File: src/rtl/mmio_uart_tx_if.sv
// Core data-bus bundle for the memory-mapped UART transmitter.
// The core drives address, data and write enable; the peripheral returns read data and its address-hit flag.
interface mmio_uart_tx_if;
    logic        dataWe;
    logic [31:0] dataAddr;
    logic [31:0] datawData;
    logic [31:0] rData;
    logic        sel;

    modport master (
        output dataWe,
        output dataAddr,
        output datawData,
        input  rData,
        input  sel
    );

    modport slave (
        input  dataWe,
        input  dataAddr,
        input  datawData,
        output rData,
        output sel
    );
endinterface

File: src/rtl/mmio_uart_tx.sv
// Memory-mapped 8N1 UART transmitter with a small TX FIFO, sitting on the single-cycle core's data bus.
// Register reads are combinational and have no side effects; all state changes on the rising clock edge.
module mmio_uart_tx #(
    parameter logic [31:0] BASE_ADDR  = 32'h1000_0000,
    parameter int          CLK_DIV    = 868,
    parameter int          FIFO_DEPTH = 8
) (
    input  logic           clk,
    input  logic           reset,
    mmio_uart_tx_if.slave  bus,
    output logic           tx,
    output logic           busy
);

    localparam int AW = $clog2(FIFO_DEPTH);
    localparam int CW = $clog2(CLK_DIV);
    localparam logic [CW-1:0] BAUD_RELOAD = CW'(CLK_DIV - 1);
    localparam logic [AW:0]   FIFO_FULL   = (AW+1)'(FIFO_DEPTH);

    typedef enum logic [1:0] {
        IDLE,
        START,
        DATA,
        STOP
    } state_t;

    state_t          state;
    state_t          stateNext;
    logic [CW-1:0]   baudCnt;
    logic [CW-1:0]   baudNext;
    logic [2:0]      bitIdx;
    logic [2:0]      bitNext;
    logic [7:0]      shiftReg;
    logic [7:0]      shiftNext;
    logic            txNext;
    logic            pop;

    logic [7:0]      mem [FIFO_DEPTH];
    logic [AW-1:0]   wrPtr;
    logic [AW-1:0]   rdPtr;
    logic [AW:0]     count;
    logic            full;
    logic            empty;

    logic            en;
    logic            ovf;

    logic            hit;
    logic [1:0]      offset;
    logic            wr;
    logic            txWrite;
    logic            statusWrite;
    logic            ctrlWrite;
    logic            push;
    logic [7:0]      count8;
    logic [31:0]     rdataMux;
    logic            unusedBits;

    assign hit         = (bus.dataAddr[31:4] == BASE_ADDR[31:4]);
    assign offset      = bus.dataAddr[3:2];
    assign wr          = hit & bus.dataWe;
    assign txWrite     = wr && (offset == 2'd0);
    assign statusWrite = wr && (offset == 2'd1);
    assign ctrlWrite   = wr && (offset == 2'd2);

    assign full   = (count == FIFO_FULL);
    assign empty  = (count == '0);
    assign push   = txWrite && !full;
    assign count8 = 8'(count);
    assign busy   = (state != IDLE);

    assign unusedBits = ^{bus.dataAddr[1:0], bus.datawData[31:8]};

    always_comb begin
        rdataMux = '0;
        if (hit) begin
            case (offset)
                2'd1:    rdataMux = {16'b0, count8, 4'b0, ovf, empty, full, busy};
                2'd2:    rdataMux = {31'b0, en};
                default: rdataMux = '0;
            endcase
        end
    end

    assign bus.rData = rdataMux;
    assign bus.sel   = hit;

    // Storage carries no reset; validity is tracked entirely by the pointers and count.
    always_ff @(posedge clk) begin
        if (push) begin
            mem[wrPtr] <= bus.datawData[7:0];
        end
    end

    // Fullness for the overflow flag uses the pre-edge count, so a same-edge pop does not rescue the byte.
    always_ff @(posedge clk) begin
        if (reset) begin
            wrPtr <= '0;
            rdPtr <= '0;
            count <= '0;
            en    <= 1'b0;
            ovf   <= 1'b0;
        end else begin
            if (push) begin
                wrPtr <= wrPtr + 1'b1;
            end
            if (pop) begin
                rdPtr <= rdPtr + 1'b1;
            end
            case ({push, pop})
                2'b10:   count <= count + 1'b1;
                2'b01:   count <= count - 1'b1;
                default: count <= count;
            endcase
            if (txWrite && full) begin
                ovf <= 1'b1;
            end else if (statusWrite && bus.datawData[3]) begin
                ovf <= 1'b0;
            end
            if (ctrlWrite) begin
                en <= bus.datawData[0];
            end
        end
    end

    always_ff @(posedge clk) begin
        if (reset) begin
            state    <= IDLE;
            tx       <= 1'b1;
            baudCnt  <= '0;
            bitIdx   <= '0;
            shiftReg <= '0;
        end else begin
            state    <= stateNext;
            tx       <= txNext;
            baudCnt  <= baudNext;
            bitIdx   <= bitNext;
            shiftReg <= shiftNext;
        end
    end

    // Each of START, the eight data bits and STOP lasts exactly CLK_DIV cycles.
    always_comb begin
        stateNext = state;
        txNext    = tx;
        baudNext  = baudCnt;
        bitNext   = bitIdx;
        shiftNext = shiftReg;
        pop       = 1'b0;

        case (state)
            IDLE: begin
                txNext = 1'b1;
                if (en && !empty) begin
                    pop       = 1'b1;
                    shiftNext = mem[rdPtr];
                    txNext    = 1'b0;
                    baudNext  = BAUD_RELOAD;
                    stateNext = START;
                end
            end
            START: begin
                if (baudCnt == '0) begin
                    baudNext  = BAUD_RELOAD;
                    txNext    = shiftReg[0];
                    bitNext   = 3'd0;
                    stateNext = DATA;
                end else begin
                    baudNext = baudCnt - 1'b1;
                end
            end
            DATA: begin
                if (baudCnt == '0) begin
                    baudNext = BAUD_RELOAD;
                    if (bitIdx == 3'd7) begin
                        txNext    = 1'b1;
                        stateNext = STOP;
                    end else begin
                        shiftNext = shiftReg >> 1;
                        txNext    = shiftReg[1];
                        bitNext   = bitIdx + 3'd1;
                    end
                end else begin
                    baudNext = baudCnt - 1'b1;
                end
            end
            STOP: begin
                txNext = 1'b1;
                if (baudCnt == '0) begin
                    baudNext  = '0;
                    stateNext = IDLE;
                end else begin
                    baudNext = baudCnt - 1'b1;
                end
            end
            default: begin
                stateNext = IDLE;
                txNext    = 1'b1;
                baudNext  = '0;
            end
        endcase
    end

endmodule
File: src/flat_wrapper.sv
// flat-port wrapper written by rule: the top's interface ports become plain ports
module mmio_uart_tx_flat 
#(
    parameter logic [31:0] BASE_ADDR  = 32'h1000_0000,
    parameter int          CLK_DIV    = 868,
    parameter int          FIFO_DEPTH = 8
)
  (clk, reset, tx, busy, bus_dataWe, bus_dataAddr, bus_datawData, bus_rData, bus_sel);
  mmio_uart_tx_if bus_i ();
  input  logic clk;
  input  logic reset;
  output logic tx;
  output logic busy;
  input wire logic [$bits(bus_i.dataWe)-1:0] bus_dataWe;
  input wire logic [$bits(bus_i.dataAddr)-1:0] bus_dataAddr;
  input wire logic [$bits(bus_i.datawData)-1:0] bus_datawData;
  output wire logic [$bits(bus_i.rData)-1:0] bus_rData;
  output wire logic [$bits(bus_i.sel)-1:0] bus_sel;
  assign bus_i.dataWe = bus_dataWe;
  assign bus_i.dataAddr = bus_dataAddr;
  assign bus_i.datawData = bus_datawData;
  assign bus_rData = bus_i.rData;
  assign bus_sel = bus_i.sel;
  mmio_uart_tx #(.BASE_ADDR(BASE_ADDR), .CLK_DIV(CLK_DIV), .FIFO_DEPTH(FIFO_DEPTH)) u_core (.clk(clk), .reset(reset), .bus(bus_i), .tx(tx), .busy(busy));
endmodule
File: config.mk
export PLATFORM = sky130hd
export DESIGN_NAME = mmio_uart_tx_flat
export DESIGN_NICKNAME = d
export VERILOG_FILES = /design/src/rtl/mmio_uart_tx_if.sv /design/src/rtl/mmio_uart_tx.sv /design/src/flat_wrapper.sv
export SDC_FILE = /design/constraint.sdc
export NUM_CORES = 1
export LEC_CHECK = 0
export CAP_MARGIN = 20
export CORE_MARGIN = 2
export CORE_UTILIZATION = 50
export DETAILED_ROUTE_END_ITERATION = 8
export PLACE_DENSITY = 0.78
export SYNTH_ARGS = -nofsm -noshare
export SYNTH_HDL_FRONTEND = slang
export SYNTH_SLANG_ARGS = --single-unit
File: constraint.sdc
create_clock -name clk -period 4 [get_ports clk]
set_input_delay 0.8 -clock clk [delete_from_list [all_inputs] [get_ports clk]]
set_output_delay 0.8 -clock clk [all_outputs]
set_load 0.1 [all_outputs]
==> results of run 1 <==
[layer usage]
| layer | vias to the layer above | part of all wire, % |
|---|---|---|
| met2 | 91 | 51 |
| li1 | 1629 | - |
| met5 | - | 0 |
| met3 | 6 | 4.0 |
| met4 | 0 | 1.1 |
| met1 | 1712 | 44 |
[registers in the layout, summed over array words and instances (netlist names), named ones only]
name / count
u_core.shiftReg: 8
u_core.bitIdx: 3
u_core.state: 2
u_core.count: 4
u_core.en: 1
u_core.wrPtr: 3
u_core.rdPtr: 3
u_core.baudCnt: 10
u_core.tx: 1
u_core.mem: 64
u_core.ovf: 1
[cell usage in the layout, fill, tap and decap left out, drive strengths merged, types with 10 or more instances in the layout]
master	synthesis	layout
a21oi	13	13
buf	31	17
clkdlybuf4s50	0	41
conb	1	24
dfxtp	39	39
edfxtp	64	64
ha	16	16
inv	12	16
mux2i	16	16
mux4	14	14
nand2	21	21
nand3	12	12
nor2	28	28
nor4	10	10
o21ai	15	15
[synthesized netlist by cell type (9+ instances only)]
master and n:
nand2_1 21, o21ai_0 15, nor4_1 9, nor2_1 28
edfxtp_1 64, inv_1 12, nand3_1 12, a21oi_1 13
mux4_2 14, mux2i_1 16, ha_1 16, buf_4 24
dfxtp_1 39, clkbuf_1 14
[final timing paths]
path	from	cells after the start	end
setup / recovery	bus_dataAddr[5]	7	bus_rData[2]
hold / removal	u_core.shiftReg[4]$_SDFFE_PP0P_	1	u_core.shiftReg[4]$_SDFFE_PP0P_
setup reg to reg	u_core.count[1]$_SDFFE_PP0P_	11	u_core.count[2]$_SDFFE_PP0P_
hold reg to reg	u_core.shiftReg[4]$_SDFFE_PP0P_	1	u_core.shiftReg[4]$_SDFFE_PP0P_
[worst max-delay path: cells and delay by family]
| family | cells | cell delay [ns] |
|---|---|---|
| AND/OR/NAND/NOR | 4 | 0.98 |
| buffers and inverters | 3 | 0.79 |
[per-stage QoR]
stage / worst slack, ns / instance area [µm²] / hold slack, ns / instances / total power, mW
global placement: 0.4160 / 5723 / 0.4555 / 584 / 1.895
CTS: 0.6228 / 5936 / 0.4930 / 600 / 2.584
global route: 0.4112 / 5951 / 0.5043 / 601 / 2.695
floorplan: 0.2288 / 5185 / 0.4420 / 439 / 1.800
detailed placement: 0.3419 / 5723 / 0.4631 / 584 / 1.917
finish: 0.6355 / 5951 / 0.4933 / 601 / 2.574
[final cells by class]
cell class	instances	area (µm²)	share of cell area, %
sequential	103	2703	45.42
multi-input combinational	279	2166	36.40
timing repair buffer	58	658.1	11.06
tap	133	166.4	2.796
clock buffer	9	123.9	2.082
clock inverter	7	88.84	1.493
inverter	12	45.04	0.7569
[power groups by stage]
stage	clock network [mW]	registers (mW)	logic, mW
after floorplan	0	1.23	0.569
after global placement	0	1.24	0.659
after detailed placement	0	1.24	0.679
after CTS	0.688	1.21	0.681
after global routing	0.727	1.22	0.745
final	0.674	1.22	0.684
[cells by family after synthesis]
kind of cell,count (synthesis)
other,1
xor gates and xnor gates,8
AOI/OAI and AO/OA,75
buffers and inverters,57
and+or+nand+nor,123
adders and majority gates,16
muxes,33
DFF,103
==> impl_results.md, run 1 <==
- Combinational family with the most area after synthesis: simple AND/OR/NAND/NOR gates
- Actual slew at the worst max-slew pin: 0.9624 ns
- Area of the mapped netlist: 5076 µm²
- Synth top area cells: edfxtp_1 (38%), dfxtp_1 (15%), mux4_2 (6.2%)
- H-tree Lvls: 3
- Synth Area in Simple Gates: 13.61%
- FFs w/ async S/R, synth: 0%
- Worst slew margin: 35.64%
- Inserted Clock Buffers: 9
- Average routed wire per standard cell: 16.61 µm
- Clk Tree Root Cell: clkbuf_8
- Met2 Use GR: 32.10%
- Largest net degree at the start of global routing: 28
- Hold_buf cts: 0
- ANT nets after route: 0
- CP max stage delay: 0.40 ns
- Compound-Gate Fraction of Synth Area: 11.49%
- Area Growth Syn to Fin: 17.23%
- P_sw: 924.8 µW
- Clock skew: 0.02538 ns
- # IOs: 102
- Drt drc: 0
- Max-Cap Viols: 0
- CTS tree: yes
- Fmax: 297.2 MHz
- Routed vias: 3438
- Buffer depth of the longest clock path: 2
- Ant diodes: 0
- Width of the die: 104.8 µm
- Required time worst endpoint: 3.20 ns
- TritonCTS Sinks: 103
- Startpoint class of the critical path: primary input
- RSZ-0062 raised after global routing: false
- Yosys top cell area share: 37.86%
- Hold Crit Class: reg -> reg
- Share of post-route cells with drive strength above 1: 13.68%
- HPWL after DPL: 6947 µm
- I/O Buffers: 51
- Adder-Cell Fraction of Synth Area: 3.944%
- Global Route Usage Sum: 18.85%
- GPL Wtd Cong: 0.8319
- Synth Flop Type: edfxtp_1
- Int Power: 1.649 mW
- Critical path class: in -> out
- Synth Area in XOR/XNOR: 1.380%
- Die area: 10970 µm²
- CP max stage cell: clkdlybuf4s50_1
- Most used routing layer: met2
- Fillers: 773
- Vias in the first global route: 3324
- DR pass1 iterations: 4
- Seq cells post-synth: 103
- Fin nets: 546
- CP arrival: 2.56 ns
- Pleak: 2.109 nW
- Die span in y: 104.8 µm
- PwrDens: 432.5 nW/µm²
- EDFF count, synth: 64
- Fin. max-slew vios: 0
- Cells after Synth: 416
- Period utilization: 84.11%
- Gate power share: 26.6%
- Yosys cell types: 69
- Worst-path maximum fanout: 9
- Syn Area/Cell: 12.20 µm²
- Worst-skew pair later-pin latency: 0.39 ns
- Sequential fraction of the synthesis area: 53.24%
- Status: complete, no violations
- Post-CTS setup buffers: 0
- Crit path cell chain: clkdlybuf4s50_1 -> nor4_1 -> nand4_1 -> buf_4 -> nor2_4 -> and4_1 -> buf_12
- Synth area leader: edfxtp_1
- Cts repair resizes: 0
- Initial core utilization: 51.69%
- Vias per std cell: 5.720
- Sw Share: 35.93%
- Final Hold Violating Endpoints: 0
- Rows: 36
- Setup violations, final: 0
- Clock power share: 26.2%
- Antenna violations before repair: 0
- Seq pwr share: 47.2%
- Synth warnings: 0
- Core footprint: 9819 µm²
- Met1 Use GR: 24.98%
- 1st-iter DRT viols: 213
- CP endpoint kind: output pin
- VDD IR-drop max: 233.1 µV
- First-pass GRT wire length: 16400 µm
- GR Layer Usage met3: 2.745%
- Grt total ovfl: 0
- Mux contribution to synthesized area: 10.03%
- Clock transition at path regs: 0.10 ns
- Minimum clock period: 3.365 ns
- Reg2reg setup slack: 1.22 ns
- WL final: 9985 µm
- TNS Setup: 0 ns
- Final core utilization: 60.60%
(Power assumes the default switching activity.)
==> run 2, diff against run 1 <==
--- a/config.mk
+++ b/config.mk
@@ -7,9 +7,9 @@
 export LEC_CHECK = 0
 export CAP_MARGIN = 20
 export CORE_MARGIN = 2
-export CORE_UTILIZATION = 50
+export CORE_UTILIZATION = 47
 export DETAILED_ROUTE_END_ITERATION = 8
-export PLACE_DENSITY = 0.78
+export PLACE_DENSITY = 0.77
 export SYNTH_ARGS = -nofsm -noshare
 export SYNTH_HDL_FRONTEND = slang
 export SYNTH_SLANG_ARGS = --single-unit
==> constraint.sdc (replaced) <==
create_clock -name clk -period 3 [get_ports clk]
set_input_delay 0.6 -clock clk [delete_from_list [all_inputs] [get_ports clk]]
set_output_delay 0.6 -clock clk [all_outputs]
set_load 0.1 [all_outputs]
==> run 2 against run 1 <==
Non-clock buffer count rose by 22. Wire length grew 2.8%. Sequential share of layout area is 1.9 points lower. Critical path depth is the same. Die area up 6.1%. Combinational power rose by 36%. Largest cell class unchanged. Design area up 4.2%. Register-to-register slack got worse by 0.78 ns. Global-route usage down 0.32 points.
==> impl_results.md, run 2 (synthesis results as in run 1) <==
- Status: complete, no violations
- Max reg flops: 64
- Antenna violations before repair: 0
- PwrDens: 555.8 nW/µm²
- Vias in the first global route: 3554
- Hold_buf cts: 0
- GPL Wtd Cong: 0.8162
- H-tree Lvls: 3
- Commonest non-fill, non-tap cell in the layout: edfxtp_1
- Most frequent cells in the layout: edfxtp_1 (64), clkdlybuf4s50_1 (40), dfxtp_1 (39)
- Width of the die: 107.9 µm
- Final Hold Violating Endpoints: 0
- Die span in y: 107.9 µm
- Clk Tree Root Cell: clkbuf_8
- Worst-path maximum fanout: 7
- # IOs: 102
- Grt total ovfl: 0
- Share of post-route cells with drive strength above 1: 21.38%
- Pleak: 2.204 nW
- ANT nets after route: 0
- Max-Cap Viols: 0
- Routed vias: 3507
- Clock skew: 0.01311 ns
- Inserted Clock Buffers: 9
- Ant diodes: 0
- RSZ-0062 raised after global routing: false
- Crit path cell chain: clkdlybuf4s50_1 -> nor4_1 -> nand4_1 -> buf_4 -> nor2_2 -> and3_4 -> buf_12
- Area of the multi-input gates: 2256 µm²
- Hold Crit Class: reg -> reg
- Fin nets: 569
- Post-DP Area: 5938 µm²
- Die area: 11650 µm²
- Fillers: 826
- Sequential cell area: 2703 µm²
- Setup violations, final: 0
- Minimum clock period: 2.899 ns
- Overall power: 3.448 mW
- DR pass1 iterations: 4
- Rows: 37
- Delay-heaviest family, CP: simple AND/OR/NAND/NOR gates
- Top flop regs: u_core.mem (64), u_core.baudCnt (10), u_core.shiftReg (8)
- HPWL after DPL: 7142 µm
- Fmax: 344.9 MHz
- TNS Setup: 0 ns
- I/O Buffers: 51
- Startpoint class of the critical path: primary input
- Actual slew at the worst max-slew pin: 0.7784 ns
- Worst slew margin: 48.10%
- Required time worst endpoint: 2.40 ns
- Average routed wire per standard cell: 16.37 µm
- Buf+Inv Stages, Crit Path: 3
- Buffer depth of the longest clock path: 2
- Clock transition at path regs: 0.10 ns
- First-pass GRT wire length: 16840 µm
- Core footprint: 10420 µm²
- Vias per std cell: 5.593
- Drt drc: 0
- CP arrival: 2.30 ns
- CTS tree: yes
- Period utilization: 96.64%
- Critical path class: in -> out
- Register name with the most flops: u_core.mem
- Largest net degree at the start of global routing: 28
- Worst-skew pair later-pin latency: 0.37 ns
- Fin. max-slew vios: 0
- WL final: 10270 µm
- VDD IR-drop max: 307.9 µV
- Cell area after layout: 6203 µm²
- Area Growth Syn to Fin: 22.21%
- CP endpoint kind: output pin
- CP max stage cell: clkdlybuf4s50_1
- TritonCTS Sinks: 103
- 1st-iter DRT viols: 171
- Hold slack: 0.4889 ns
- CP max stage delay: 0.41 ns
- Initial core utilization: 48.73%
- Global Route Usage Sum: 18.53%
==> run 2: cell count changes in the layout (fill, tap and decap cells not counted), moves of 2 or more <==
cell    before  now
and3_1       7    2
and3_4       0    4
and4_1       3    1
and4_4       0    2
buf_4        7   31
nor4_1       9    5
nor4_2       1    4
==> run 2: per-stage QoR <==
stage          utilization, %  setup WS [ns]  instances
4_1_cts                 59.05        0.02305        624
2_1_floorplan               -       -0.09363        439
3_3_place_gp            57.01        -0.2132        608
5_1_grt                 59.56       0.002323        627
6_report                59.56         0.1008        627
3_5_place_dp            57.01        -0.2900        608
==> run 2: area by class of cell <==
type | count | area share (%)
flip-flops and latches | 103 | 43.57
multi-input cells | 280 | 36.37
repair buffers | 80 | 13.11
well taps | 136 | 2.743
clock buffers | 9 | 1.997
clock inverters | 7 | 1.432
inverters | 12 | 0.7866
==> run 2: layer usage <==
metal / up-vias / routed length [µm] / GRT usage, % / part of all wire, %
met2: 110 / 5187 / 32.84 / 51
met5: - / 0 / 0 / 0
met4: 0 / 109 / 6.502 / 1.1
met1: 1701 / 4496 / 23.46 / 44
li1: 1684 / - / - / -
met3: 12 / 472 / 2.179 / 4.6
==> run 2: power breakdown <==
part           switching, mW  internal [mW]
combinational          0.615          0.313
sequential            0.0667           1.55
clock                  0.554          0.345
total                   1.24           2.21
==> run 2: final timing paths <==
path	from	to	slack, ns	cells after the start
worst max register to register	u_core.count[0]$_SDFFE_PP0P_	u_core.count[2]$_SDFFE_PP0P_	0.44	11
worst min-delay path	u_core.rdPtr[1]$_SDFFE_PP0N_	u_core.rdPtr[1]$_SDFFE_PP0N_	0.49	2
worst max-delay path	bus_dataAddr[5]	bus_rData[10]	0.10	7
worst min register to register	u_core.rdPtr[1]$_SDFFE_PP0N_	u_core.rdPtr[1]$_SDFFE_PP0N_	0.49	2
==> run 2: what timing repair did <==
item                       CTS  global route
setup buffers                0             2
setup endpoints to repair    0             8
resized for setup            0             5
==> run 2: worst min-delay path: cells and delay by family (launching register included) <==
family / cells / cell delay (ns)
AOI/OAI and AO/OA: 1 / 0.07
and+or+nand+nor: 1 / 0.05
DFF: 1 / 0.32
==> run 3, diff against run 2 <==
--- a/config.mk
+++ b/config.mk
@@ -6,10 +6,13 @@
 export NUM_CORES = 1
 export LEC_CHECK = 0
 export CAP_MARGIN = 20
+export CELL_PAD_IN_SITES_DETAIL_PLACEMENT = 0
+export CELL_PAD_IN_SITES_GLOBAL_PLACEMENT = 1
 export CORE_MARGIN = 2
-export CORE_UTILIZATION = 47
+export CORE_UTILIZATION = 37
 export DETAILED_ROUTE_END_ITERATION = 8
-export PLACE_DENSITY = 0.77
+export PLACE_DENSITY_LB_ADDON = 0.1
+export SETUP_SLACK_MARGIN = 0.02
 export SYNTH_ARGS = -nofsm -noshare
 export SYNTH_HDL_FRONTEND = slang
 export SYNTH_SLANG_ARGS = --single-unit
==> run 3 against run 2 <==
Cell count rose by 7.2%. Die area rose by 26%. Clock skew decreased by 0.0032 ns. Largest power group unchanged.
==> impl_results.md, run 3 (synthesis results as in run 1) <==
- Inserted Clock Buffers: 9
- Fin nets: 574
- Max-Cap Viols: 0
- Die span in y: 121.1 µm
- Overall power: 3.756 mW
- Worst-path maximum fanout: 7
- Rows: 42
- Vias in the first global route: 3448
- Startpoint class of the critical path: primary input
- CP max stage cell: clkdlybuf4s50_1
- Final Hold Violating Endpoints: 0
- Vias per std cell: 5.149
- Clk Tree Root Cell: clkbuf_16
- Average routed wire per standard cell: 16.12 µm
- WL final: 10830 µm
- Worst slew margin: 48.45%
- Required time worst endpoint: 2.40 ns
- Min-Delay Startpoint: u_core.rdPtr[1]$_SDFFE_PP0N_
- 1st-iter DRT viols: 179
- Fmax: 345.4 MHz
- Register name with the most flops: u_core.mem
- Reg2reg setup slack: 0.43 ns
- Share of post-route cells with drive strength above 1: 22.58%
- DR pass1 iterations: 4
- Worst flop-to-flop path startpoint: u_core.count[1]$_SDFFE_PP0P_
- Worst-skew pair later-pin latency: 0.35 ns
- Buf+Inv Stages, Crit Path: 3
- Clock power share: 31.5%
- PwrDens: 585.4 nW/µm²
- Commonest non-fill, non-tap cell in the layout: edfxtp_1
- Drt drc: 0
- Final non-filler cell total: 672
- First-pass GRT wire length: 17510 µm
- Area Growth Syn to Fin: 26.40%
- HPWL after DPL: 7776 µm
- H-tree Lvls: 3
- Status: complete, no violations
- Crit path cell chain: clkdlybuf4s50_1 -> nor4_4 -> nand4_1 -> buf_6 -> nor2_4 -> and4_4 -> buf_12
- CP endpoint kind: output pin
- CP max stage delay: 0.44 ns
- TritonCTS Sinks: 103
- Worst Reg-to-Reg Cells: 11
- Seq pwr share: 43.1%
- Core footprint: 13300 µm²
- Critical path class: in -> out
- GPL Wtd Cong: 0.7780
- Largest net degree at the start of global routing: 22
- Sw Share: 34.16%
- Int Power: 2.473 mW
- Setup violations, final: 0
- Minimum clock period: 2.895 ns
- Worst R2R End: u_core.count[2]$_SDFFE_PP0P_
- Antenna violations before repair: 0
- Dpl cells: 655
- Pleak: 2.279 nW
- Max reg flops: 64
- Delay-heaviest family, CP: simple AND/OR/NAND/NOR gates
- Initial core utilization: 38.18%
- Cts repair resizes: 0
- Actual slew at the worst max-slew pin: 0.7669 ns
- Top flop regs: u_core.mem (64), u_core.baudCnt (10), u_core.shiftReg (8)
- Die area: 14670 µm²
- Period utilization: 96.50%
- # IOs: 102
- Clock transition at path regs: 0.07 ns
- CTS tree: yes
- Post-CTS setup buffers: 0
- VDD IR-drop max: 295.3 µV
- Width of the die: 121.1 µm
- Grt total ovfl: 0
- Routed vias: 3460
- Fin. max-slew vios: 0
- Ant diodes: 0
- Clock skew: 0.009878 ns
- Most frequent cells in the layout: edfxtp_1 (64), clkdlybuf4s50_1 (40), dfxtp_1 (39)
- Buffer depth of the longest clock path: 2
- Global Route Usage Sum: 15.70%
- CP arrival: 2.29 ns
- I/O Buffers: 51
- Hold path depth: 2
- Gate power share: 25.3%
- Hold endpoint: u_core.rdPtr[1]$_SDFFE_PP0N_
- P_sw: 1.283 mW
- RSZ-0062 raised after global routing: true
- ANT nets after route: 0
- Hold_buf cts: 0
- Hold Crit Class: reg -> reg
[run 3: cell types whose count changed in the layout (fill, tap and decap cells not counted), moves of 2 or more]
cell	previous run	this run
clkbuf_16	0	9
clkbuf_8	9	0
nor4_1	5	2
clkinv_8	2	0
nor4_4	1	3
buf_4	31	35
[run 3: metrics by stage]
stage	TNS (ns)	cell area (µm²)	hold WS (ns)	utilization [%]	setup WS (ns)
after floorplan	-0.1627	5295	0.4420	-	-0.07205
after detailed placement	-0.3891	6095	0.4629	45.84	-0.2208
after global routing	-0.02103	6416	0.5031	48.26	-0.02103
after CTS	0	6395	0.4839	48.10	0.05081
final	0	6416	0.4843	48.26	0.1051
after global placement	-0.3732	6095	0.4622	45.84	-0.2180
[run 3: power groups by stage]
stage          Clock (mW)  Sequential, mW  Combinational, mW
2_1_floorplan           0            1.64              0.765
3_3_place_gp            0            1.65              0.943
3_5_place_dp            0            1.65              0.948
4_1_cts              1.21            1.62              0.951
5_1_grt              1.26            1.63               1.03
6_report             1.19            1.62              0.951
[run 3: how the worst max path moves through the flow]
| stage | slack [ns] | cells past startpoint | end | from |
|---|---|---|---|---|
| CTS | 0.05 | 7 | bus_rData[2] | bus_dataAddr[13] |
| global placement | -0.22 | 12 | u_core.count[2]$_SDFFE_PP0P_ | bus_dataAddr[19] |
| detailed placement | -0.22 | 12 | u_core.count[2]$_SDFFE_PP0P_ | bus_dataAddr[19] |
| floorplan | -0.07 | 4 | bus_rData[8] | bus_dataAddr[6] |
| finish | 0.11 | 7 | bus_rData[2] | bus_dataAddr[13] |
| global route | -0.02 | 12 | u_core.count[2]$_SDFFE_PP0P_ | bus_dataAddr[20] |
[run 3: per-layer routing]
layer  vias to the layer above  routed length, µm  global-route usage [%]
met5                         -                  0                       0
met4                         0                143                   4.885
li1                       1695                  -                       -
met3                         9                369                   3.055
met1                      1682               5110                   20.82
met2                        74               5210                   26.05
[run 3: layout make-up]
| class | count | area, µm² |
|---|---|---|
| Clock buffer | 9 | 225.2 |
| Clock inverter | 7 | 75.07 |
| Fill cell | 1211 | 6879 |
| Inverter | 12 | 48.80 |
| Multi-Input combinational cell | 280 | 2290 |
| Sequential cell | 103 | 2703 |
| Tap cell | 176 | 220.2 |
| Timing Repair Buffer | 85 | 854.6 |
[run 3: worst min-delay path, stage by stage, from the launching register on]
cell and delay, ns:
dfxtp_1 0.32, nand2_1 0.05, a21oi_1 0.07
